==> config.mk <==
export PLATFORM = sky130hd
export DESIGN_NAME = quant_seq_ctrl_flat
export DESIGN_NICKNAME = d
export VERILOG_FILES = /design/src/rtl/quant_seq_ctrl_pkg.sv /design/src/rtl/quant_seq_ctrl_if.sv /design/src/rtl/quant_seq_ctrl_bias_fetch.sv /design/src/rtl/quant_seq_ctrl.sv /design/src/flat_wrapper.sv
export SDC_FILE = /design/constraint.sdc
export NUM_CORES = 1
export LEC_CHECK = 0
export BUFFER_PORTS_ARGS = -buffer_cell sky130_fd_sc_hd__buf_2
export CAP_MARGIN = 20
export CELL_PAD_IN_SITES_DETAIL_PLACEMENT = 0
export CELL_PAD_IN_SITES_GLOBAL_PLACEMENT = 2
export CORE_MARGIN = 4
export CORE_UTILIZATION = 34
export DETAILED_ROUTE_END_ITERATION = 12
export GPL_ROUTABILITY_DRIVEN = 0
export HOLD_SLACK_MARGIN = 0.03
export PLACE_DENSITY_LB_ADDON = 0.1
export SETUP_SLACK_MARGIN = 0.1
export SYNTH_ARGS = -nofsm -noshare
export SYNTH_HDL_FRONTEND = slang
export SYNTH_SLANG_ARGS = --single-unit
export TNS_END_PERCENT = 20
==> constraint.sdc <==
create_clock -name clk -period 2.9 [get_ports clk]
set_clock_uncertainty 0.2 [all_clocks]
set_input_delay 0.29 -clock clk [delete_from_list [all_inputs] [get_ports clk]]
set_output_delay 0.29 -clock clk [all_outputs]
set_load 0.02 [all_outputs]
==> src/rtl/quant_seq_ctrl_pkg.sv <==
`default_nettype none
// ============================================================================
//  Module      : quant_seq_ctrl_pkg
//  Description : Shared constants and state encoding for the bias-load /
//                convolution / quantize sequencer.
//  Revision    : 1.0 - initial release
// ============================================================================
package quant_seq_ctrl_pkg;

    localparam int C_PARAM_WIDTH = 4;    // bits per packed parameter
    localparam int C_PARAM_NUM   = 9;    // parameters per param-SRAM word
    localparam int C_CH_NUM      = 20;   // output channels (= biases) per layer
    localparam int C_PIPE_FILL   = 6;    // conv pipeline fill cycles
    localparam int C_ADDR_W      = 10;   // param SRAM address width
    localparam int C_PIX_W       = 10;   // pixel counter width
    localparam int C_CNT_W       = 6;    // bias / channel counter width

    // Bias phase length and the three param-SRAM read slots within it
    localparam int C_BIAS_LAST   = 22;
    localparam int C_BIAS_RD0    = 1;
    localparam int C_BIAS_RD1    = 10;
    localparam int C_BIAS_RD2    = 19;

    // Phase codes decoded by the quantizer
    typedef enum logic [3:0] {
        ST_IDLE     = 4'd0,
        ST_C11_BIAS = 4'd3,
        ST_C11      = 4'd4,
        ST_C12_BIAS = 4'd5,
        ST_C12      = 4'd6,
        ST_DONE     = 4'd7
    } state_t;

endpackage
`default_nettype wire

==> src/rtl/quant_seq_ctrl_if.sv <==
`default_nettype none
// ============================================================================
//  Module      : quant_seq_ctrl_if
//  Description : Control / quantizer / param-SRAM bundle of the sequencer.
//                master = top-level controller side, slave = sequencer.
//  Revision    : 1.0 - initial release
// ============================================================================
interface quant_seq_ctrl_if;
    import quant_seq_ctrl_pkg::*;

    logic                start;
    logic                layer_sel;
    logic [C_ADDR_W-1:0] bias_base;
    logic [C_PIX_W-1:0]  pix_num;
    logic                out_ready;
    logic [3:0]          state;
    logic                sram_ren_param;
    logic [C_ADDR_W-1:0] sram_raddr_param;
    logic [C_CNT_W-1:0]  cnt_bias;
    logic [C_CNT_W-1:0]  cnt_ch;
    logic [C_PIX_W-1:0]  cnt_pix;
    logic                out_valid;
    logic                done;

    modport master (
        output start, layer_sel, bias_base, pix_num, out_ready,
        input  state, sram_ren_param, sram_raddr_param, cnt_bias,
               cnt_ch, cnt_pix, out_valid, done
    );

    modport slave (
        input  start, layer_sel, bias_base, pix_num, out_ready,
        output state, sram_ren_param, sram_raddr_param, cnt_bias,
               cnt_ch, cnt_pix, out_valid, done
    );

endinterface
`default_nettype wire

==> src/rtl/quant_seq_ctrl_bias_fetch.sv <==
`default_nettype none
// ============================================================================
//  Module      : quant_bias_fetch
//  Description : Bias-phase counter and param-SRAM read schedule. Issues one
//                read of each of the three bias words and flags the final
//                bias-phase cycle.
//  Revision    : 1.0 - initial release
// ============================================================================
module quant_bias_fetch
    import quant_seq_ctrl_pkg::*;
(
    input  logic                clk,
    input  logic                rst_n,
    input  logic                i_active,
    input  logic [C_ADDR_W-1:0] i_bias_base,
    output logic [C_CNT_W-1:0]  o_cnt_bias,
    output logic                o_sram_ren,
    output logic [C_ADDR_W-1:0] o_sram_raddr,
    output logic                o_bias_last
);

    // Reads are registered, so each slot is armed one count earlier
    localparam logic [C_CNT_W-1:0] c_rd0  = C_CNT_W'(C_BIAS_RD0 - 1);
    localparam logic [C_CNT_W-1:0] c_rd1  = C_CNT_W'(C_BIAS_RD1 - 1);
    localparam logic [C_CNT_W-1:0] c_rd2  = C_CNT_W'(C_BIAS_RD2 - 1);
    localparam logic [C_CNT_W-1:0] c_last = C_CNT_W'(C_BIAS_LAST);

    logic [C_CNT_W-1:0]  r_cnt_bias;
    logic                r_ren;
    logic [C_ADDR_W-1:0] r_raddr;

    // Free-running bias counter with single-cycle read strobes; address holds between reads
    always_ff @(posedge clk or negedge rst_n) begin
        if (!rst_n) begin
            r_cnt_bias <= '0;
            r_ren      <= 1'b0;
            r_raddr    <= '0;
        end else if (i_active) begin
            r_cnt_bias <= (r_cnt_bias == c_last) ? '0 : r_cnt_bias + 1'b1;
            r_ren      <= 1'b0;
            if (r_cnt_bias == c_rd0) begin
                r_ren   <= 1'b1;
                r_raddr <= i_bias_base;
            end else if (r_cnt_bias == c_rd1) begin
                r_ren   <= 1'b1;
                r_raddr <= i_bias_base + C_ADDR_W'(1);
            end else if (r_cnt_bias == c_rd2) begin
                r_ren   <= 1'b1;
                r_raddr <= i_bias_base + C_ADDR_W'(2);
            end
        end else begin
            r_cnt_bias <= '0;
            r_ren      <= 1'b0;
        end
    end

    assign o_cnt_bias   = r_cnt_bias;
    assign o_sram_ren   = r_ren;
    assign o_sram_raddr = r_raddr;
    assign o_bias_last  = i_active && (r_cnt_bias == c_last);

endmodule
`default_nettype wire

==> src/rtl/quant_seq_ctrl.sv <==
`default_nettype none
// ============================================================================
//  Module      : quant_seq_ctrl
//  Description : Per-layer sequencer: bias fetch, then channel/pixel walk
//                with downstream back-pressure, then a one-cycle done pulse.
//  Revision    : 1.0 - initial release
// ============================================================================
module quant_seq_ctrl
    import quant_seq_ctrl_pkg::*;
#(
    parameter int PIPE_FILL = C_PIPE_FILL,
    parameter int CH_NUM    = C_CH_NUM
)(
    input  logic            clk,
    input  logic            rst_n,
    quant_seq_ctrl_if.slave bus
);

    state_t              r_state;
    logic                r_layer;
    logic [C_ADDR_W-1:0] r_bias_base;
    logic [C_PIX_W-1:0]  r_pix_last;
    logic [C_CNT_W-1:0]  r_cnt_ch;
    logic [C_PIX_W-1:0]  r_cnt_pix;
    logic                r_out_valid;
    logic                r_done;

    logic                w_bias_active;
    logic                w_bias_last;
    logic [C_CNT_W-1:0]  w_cnt_bias;
    logic                w_ren;
    logic [C_ADDR_W-1:0] w_raddr;
    logic                w_stall;
    logic                w_pix_wrap;
    logic                w_ch_last;
    logic [C_PIX_W-1:0]  w_pix_next;

    assign w_bias_active = (r_state == ST_C11_BIAS) || (r_state == ST_C12_BIAS);
    // Only a valid pixel can be refused; fill cycles always advance
    assign w_stall       = r_out_valid && !bus.out_ready;
    assign w_pix_wrap    = (r_cnt_pix == r_pix_last);
    assign w_ch_last     = (r_cnt_ch == C_CNT_W'(CH_NUM - 1));
    assign w_pix_next    = w_pix_wrap ? '0 : r_cnt_pix + 1'b1;

    quant_bias_fetch u_bias_fetch (
        .clk          (clk),
        .rst_n        (rst_n),
        .i_active     (w_bias_active),
        .i_bias_base  (r_bias_base),
        .o_cnt_bias   (w_cnt_bias),
        .o_sram_ren   (w_ren),
        .o_sram_raddr (w_raddr),
        .o_bias_last  (w_bias_last)
    );

    // Layer FSM with channel/pixel counters and registered handshake outputs
    always_ff @(posedge clk or negedge rst_n) begin
        if (!rst_n) begin
            r_state     <= ST_IDLE;
            r_layer     <= 1'b0;
            r_bias_base <= '0;
            r_pix_last  <= '0;
            r_cnt_ch    <= '0;
            r_cnt_pix   <= '0;
            r_out_valid <= 1'b0;
            r_done      <= 1'b0;
        end else begin
            case (r_state)
                ST_IDLE: begin
                    if (bus.start) begin
                        r_layer     <= bus.layer_sel;
                        r_bias_base <= bus.bias_base;
                        r_pix_last  <= bus.pix_num + C_PIX_W'(PIPE_FILL - 1);
                        r_state     <= bus.layer_sel ? ST_C12_BIAS : ST_C11_BIAS;
                    end
                end
                ST_C11_BIAS, ST_C12_BIAS: begin
                    if (w_bias_last) begin
                        r_state     <= r_layer ? ST_C12 : ST_C11;
                        r_cnt_ch    <= '0;
                        r_cnt_pix   <= '0;
                        r_out_valid <= 1'b0;
                    end
                end
                ST_C11, ST_C12: begin
                    if (!w_stall) begin
                        if (w_pix_wrap && w_ch_last) begin
                            r_state     <= ST_DONE;
                            r_cnt_ch    <= '0;
                            r_cnt_pix   <= '0;
                            r_out_valid <= 1'b0;
                            r_done      <= 1'b1;
                        end else begin
                            if (w_pix_wrap) begin
                                r_cnt_ch <= r_cnt_ch + 1'b1;
                            end
                            r_cnt_pix   <= w_pix_next;
                            r_out_valid <= (w_pix_next >= C_PIX_W'(PIPE_FILL));
                        end
                    end
                end
                ST_DONE: begin
                    r_state <= ST_IDLE;
                    r_done  <= 1'b0;
                end
                default: begin
                    r_state     <= ST_IDLE;
                    r_cnt_ch    <= '0;
                    r_cnt_pix   <= '0;
                    r_out_valid <= 1'b0;
                    r_done      <= 1'b0;
                end
            endcase
        end
    end

    assign bus.state            = r_state;
    assign bus.sram_ren_param   = w_ren;
    assign bus.sram_raddr_param = w_raddr;
    assign bus.cnt_bias         = w_cnt_bias;
    assign bus.cnt_ch           = r_cnt_ch;
    assign bus.cnt_pix          = r_cnt_pix;
    assign bus.out_valid        = r_out_valid;
    assign bus.done             = r_done;

endmodule
`default_nettype wire

==> src/flat_wrapper.sv <==
// flat-port wrapper written by rule: the top's interface ports become plain ports
module quant_seq_ctrl_flat import quant_seq_ctrl_pkg::*;
#(
    parameter int PIPE_FILL = C_PIPE_FILL,
    parameter int CH_NUM    = C_CH_NUM
)
  (clk, rst_n, bus_start, bus_layer_sel, bus_bias_base, bus_pix_num, bus_out_ready, bus_state, bus_sram_ren_param, bus_sram_raddr_param, bus_cnt_bias, bus_cnt_ch, bus_cnt_pix, bus_out_valid, bus_done);
  quant_seq_ctrl_if bus_i ();
  input  logic clk;
  input  logic rst_n;
  input wire logic [$bits(bus_i.start)-1:0] bus_start;
  input wire logic [$bits(bus_i.layer_sel)-1:0] bus_layer_sel;
  input wire logic [$bits(bus_i.bias_base)-1:0] bus_bias_base;
  input wire logic [$bits(bus_i.pix_num)-1:0] bus_pix_num;
  input wire logic [$bits(bus_i.out_ready)-1:0] bus_out_ready;
  output wire logic [$bits(bus_i.state)-1:0] bus_state;
  output wire logic [$bits(bus_i.sram_ren_param)-1:0] bus_sram_ren_param;
  output wire logic [$bits(bus_i.sram_raddr_param)-1:0] bus_sram_raddr_param;
  output wire logic [$bits(bus_i.cnt_bias)-1:0] bus_cnt_bias;
  output wire logic [$bits(bus_i.cnt_ch)-1:0] bus_cnt_ch;
  output wire logic [$bits(bus_i.cnt_pix)-1:0] bus_cnt_pix;
  output wire logic [$bits(bus_i.out_valid)-1:0] bus_out_valid;
  output wire logic [$bits(bus_i.done)-1:0] bus_done;
  assign bus_i.start = bus_start;
  assign bus_i.layer_sel = bus_layer_sel;
  assign bus_i.bias_base = bus_bias_base;
  assign bus_i.pix_num = bus_pix_num;
  assign bus_i.out_ready = bus_out_ready;
  assign bus_state = bus_i.state;
  assign bus_sram_ren_param = bus_i.sram_ren_param;
  assign bus_sram_raddr_param = bus_i.sram_raddr_param;
  assign bus_cnt_bias = bus_i.cnt_bias;
  assign bus_cnt_ch = bus_i.cnt_ch;
  assign bus_cnt_pix = bus_i.cnt_pix;
  assign bus_out_valid = bus_i.out_valid;
  assign bus_done = bus_i.done;
  quant_seq_ctrl #(.PIPE_FILL(PIPE_FILL), .CH_NUM(CH_NUM)) u_core (.clk(clk), .rst_n(rst_n), .bus(bus_i));
endmodule
==> run summary <==
1st-pass router iterations -> 4
Antenna Nets Post-Route -> 0
Final Core Density -> 0.437
PD cells -> 935 nW/um^2
Total GRT Usage -> 0.156
Final net count -> 495
Setup crit start kind -> flip-flop
WL final -> 8540 um
Clock slew at reported path FFs -> 0.07 ns
Yosys warns -> 0
Max cap viols -> 0
Syn avg cell area -> 8.97 sq um
Status -> complete, no violations
Drt initial violations -> 102
Synth async-reset ratio -> 1.00
Most frequent cells in the layout -> nand2_1 (65), buf_2 (62), dfrtp_1 (59)
Mapped cell area -> 3430 sq um
Crit Path Class -> flip-flop to flip-flop
CTS tree -> done
Syn Nets -> 416
Clock buffer count from CTS -> 9
Leakage -> 1.97 nW
Antenna violations before repair -> 0
Sequential element share of the synthesized area -> 0.431
Kind of end point of the critical path -> flip-flop
Worst hold start -> bus_pix_num[6]
Share of cells above drive strength 1 -> 0.219
Setup TNS -> 0 ns
Slew @ Worst Pin -> 0.826 ns
RSZ-0062 raised after global routing -> false
FF-to-FF End -> u_core.bus.out_valid
Data required time of the worst path -> 2.90 ns
Filler Cells Inserted -> 1,034
Maximum clock path buffer count -> 2
Crit Reg-Reg Startpoint -> u_core.bus.cnt_pix[0]
First-pass GRT wire length -> 14,400 um
R2R cell count -> 6
# diodes -> 0
Area growth, synth to finish -> 24.6%
Final Hold Viols -> 0
Die area -> 11,800 sq um
Row count -> 36
Arr. time, crit path -> 2.57 ns
Worst Hold Depth -> 3
Multi-input logic area -> 1820 sq um
WHS Endpoint -> u_core.r_pix_last[6]
Initial Util -> 0.351
Hold crit path type -> input port to flip-flop
Relative slew slack -> 0.449
Clock H-tree levels -> 3
Fin. max-slew vios -> 0
Setup Buffers After CTS -> 0
Predominant post-synthesis flop cell -> dfrtp_1
Vias in the first global route -> 2,864
# DRC -> 0
Die Span X -> 108 um
Number of synthesized flops with an enable pin -> 0
Synthesized netlist cell count -> 382
Final setup viols -> 0
Grt total ovfl -> 0
Die H -> 108 um
Final period util -> 0.886
Highest Clock Rate -> 389 MHz
Worst VDD drop -> 0.341 mV
Post-route minimum period -> 2.57 ns
Seq cells post-synth -> 59
Clk_lat worst skew -> 0.33 ns
R2r setup slk -> 0.33 ns
CP max FO -> 7
Post-DP HPWL -> 6260 um
Vias per std cell -> 4.90
Netlist cell types -> 60
CTS Sinks -> 59
I/O Buffers -> 62
Commonest non-fill, non-tap cell in the layout -> nand2_1
I/O pin count -> 64
Pin count of the biggest net entering global routing -> 31
Core footprint -> 9770 sq um
Root buffer cell -> clkbuf_8
Via count -> 2,938
Routed len/inst -> 14.2 um
Register area -> 1480 sq um
## through the flow
step,hold slack [ns],power (W),worst slack [ns],std cells,area (sq um)
after global placement,0.202,0.00310,0.362,567,3890
final,0.0831,0.00399,0.331,599,4270
after floorplan,-0.206,0.00259,0.608,382,3430
after global routing,0.100,0.00433,0.208,599,4270
after CTS,0.0612,0.00403,0.293,597,4260
after detailed placement,0.202,0.00313,0.313,567,3890
## what timing repair did
item / in CTS / in global routing
hold buffers: 14 / 0
gates resized for setup: 0 / 0
hold endpoints to repair: 43 / 0
setup endpoints to repair: 0 / 0
## critical path, cell delays in order (launching register included)
cell and delay (ns):
dfrtp_1 0.50, ha_1 0.34, nand2b_1 0.17, mux2_1 0.29, o32a_1 0.28, a2111oi_0 0.55, o21ai_1 0.10
## final cells by class
class / count / share of cell area
Timing Repair Buffer: 87 / 0.128
Tap cell: 133 / 0.0390
Clock buffer: 12 / 0.0363
Multi-Input combinational cell: 294 / 0.425
Sequential cell: 59 / 0.346
Clock inverter: 4 / 0.0170
Inverter: 10 / 0.00879
## synthesized netlist by cell type (2+ instances only)
cell	count	area, sq um
o21ai_0	21	105
nor4_4	2	42.5
nand3_1	15	75.1
ha_1	9	113
a21oi_1	19	95.1
o22ai_1	3	18.8
a41oi_1	2	17.5
buf_6	2	22.5
buf_4	2	15.0
mux2_1	2	22.5
o211ai_1	2	15.0
buf_2	7	35.0
mux2i_1	3	30.0
and2_1	2	12.5
nor2b_1	2	12.5
and3_2	2	15.0
a31oi_1	7	43.8
clkbuf_1	8	30.0
and3_1	3	18.8
nor3_1	9	45.0
nand2b_1	10	62.6
nor3b_1	2	15.0
xnor2_1	15	131
o31ai_1	3	22.5
xor2_1	19	166
dfrtp_1	59	1480
nor2_1	32	120
or3_1	4	25.0
inv_1	10	37.5
nand4_1	6	37.5
xor2_2	2	32.5
or4_1	3	22.5
nand2_1	65	244
o21ai_1	4	20.0
## worst max-delay path by stage
stage                           end  slack, ns                              start
2_1_floorplan  u_core.bus.cnt_ch[5]       0.61  u_core.u_bias_fetch.o_cnt_bias[0]
3_5_place_dp   u_core.bus.cnt_ch[1]       0.31  u_core.u_bias_fetch.o_cnt_bias[0]
6_report       u_core.bus.out_valid       0.33              u_core.bus.cnt_pix[0]
4_1_cts        u_core.bus.cnt_ch[5]       0.29  u_core.u_bias_fetch.o_cnt_bias[0]
5_1_grt        u_core.bus.out_valid       0.21              u_core.bus.cnt_pix[0]
3_3_place_gp   u_core.bus.cnt_ch[5]       0.36  u_core.u_bias_fetch.o_cnt_bias[0]
## flip-flops by register name (all words and copies together), names as in the netlist, 3 cells and up
name and count:
u_core.r_bias_base 10, u_core.r_pix_last 10, u_core.bus.cnt_ch 6, u_core.u_bias_fetch.o_cnt_bias 6, u_core.u_bias_fetch.o_sram_raddr 10, u_core.bus.state 3, u_core.bus.cnt_pix 10
## power breakdown
part | total [W] | internal, W | switching (W)
logic | 0.00174 | 0.000662 | 0.00107
registers | 0.00140 | 0.00110 | 0.000296
clock network | 0.000861 | 0.000530 | 0.000331
total | 0.00399 | 0.00229 | 0.00170
## logic make-up (layout without fill, tap and decap cells)
group                    after synthesis  in the layout  share of synthesized area
AO/OA/AOI/OAI                         78             78                      0.149
XOR/XNOR                              36             36                     0.0964
adder cells (fa/ha/maj)                9              9                     0.0328
buffers and inverters                 29            113                     0.0409
flip-flops                            59             59                      0.431
multiplexers                           5              5                     0.0153
other                                  1              1                    0.00109
AND/OR/NAND/NOR                      165            165                      0.234
## metal layers
layer  part of all wire  GRT usage  wire (um)
met2               0.45      0.241       3820
met4              0.011     0.0541         95
met3              0.032     0.0239        272
met1               0.51      0.223       4350
met5                  0          0          0
Power figures use the tool's default switching activity.
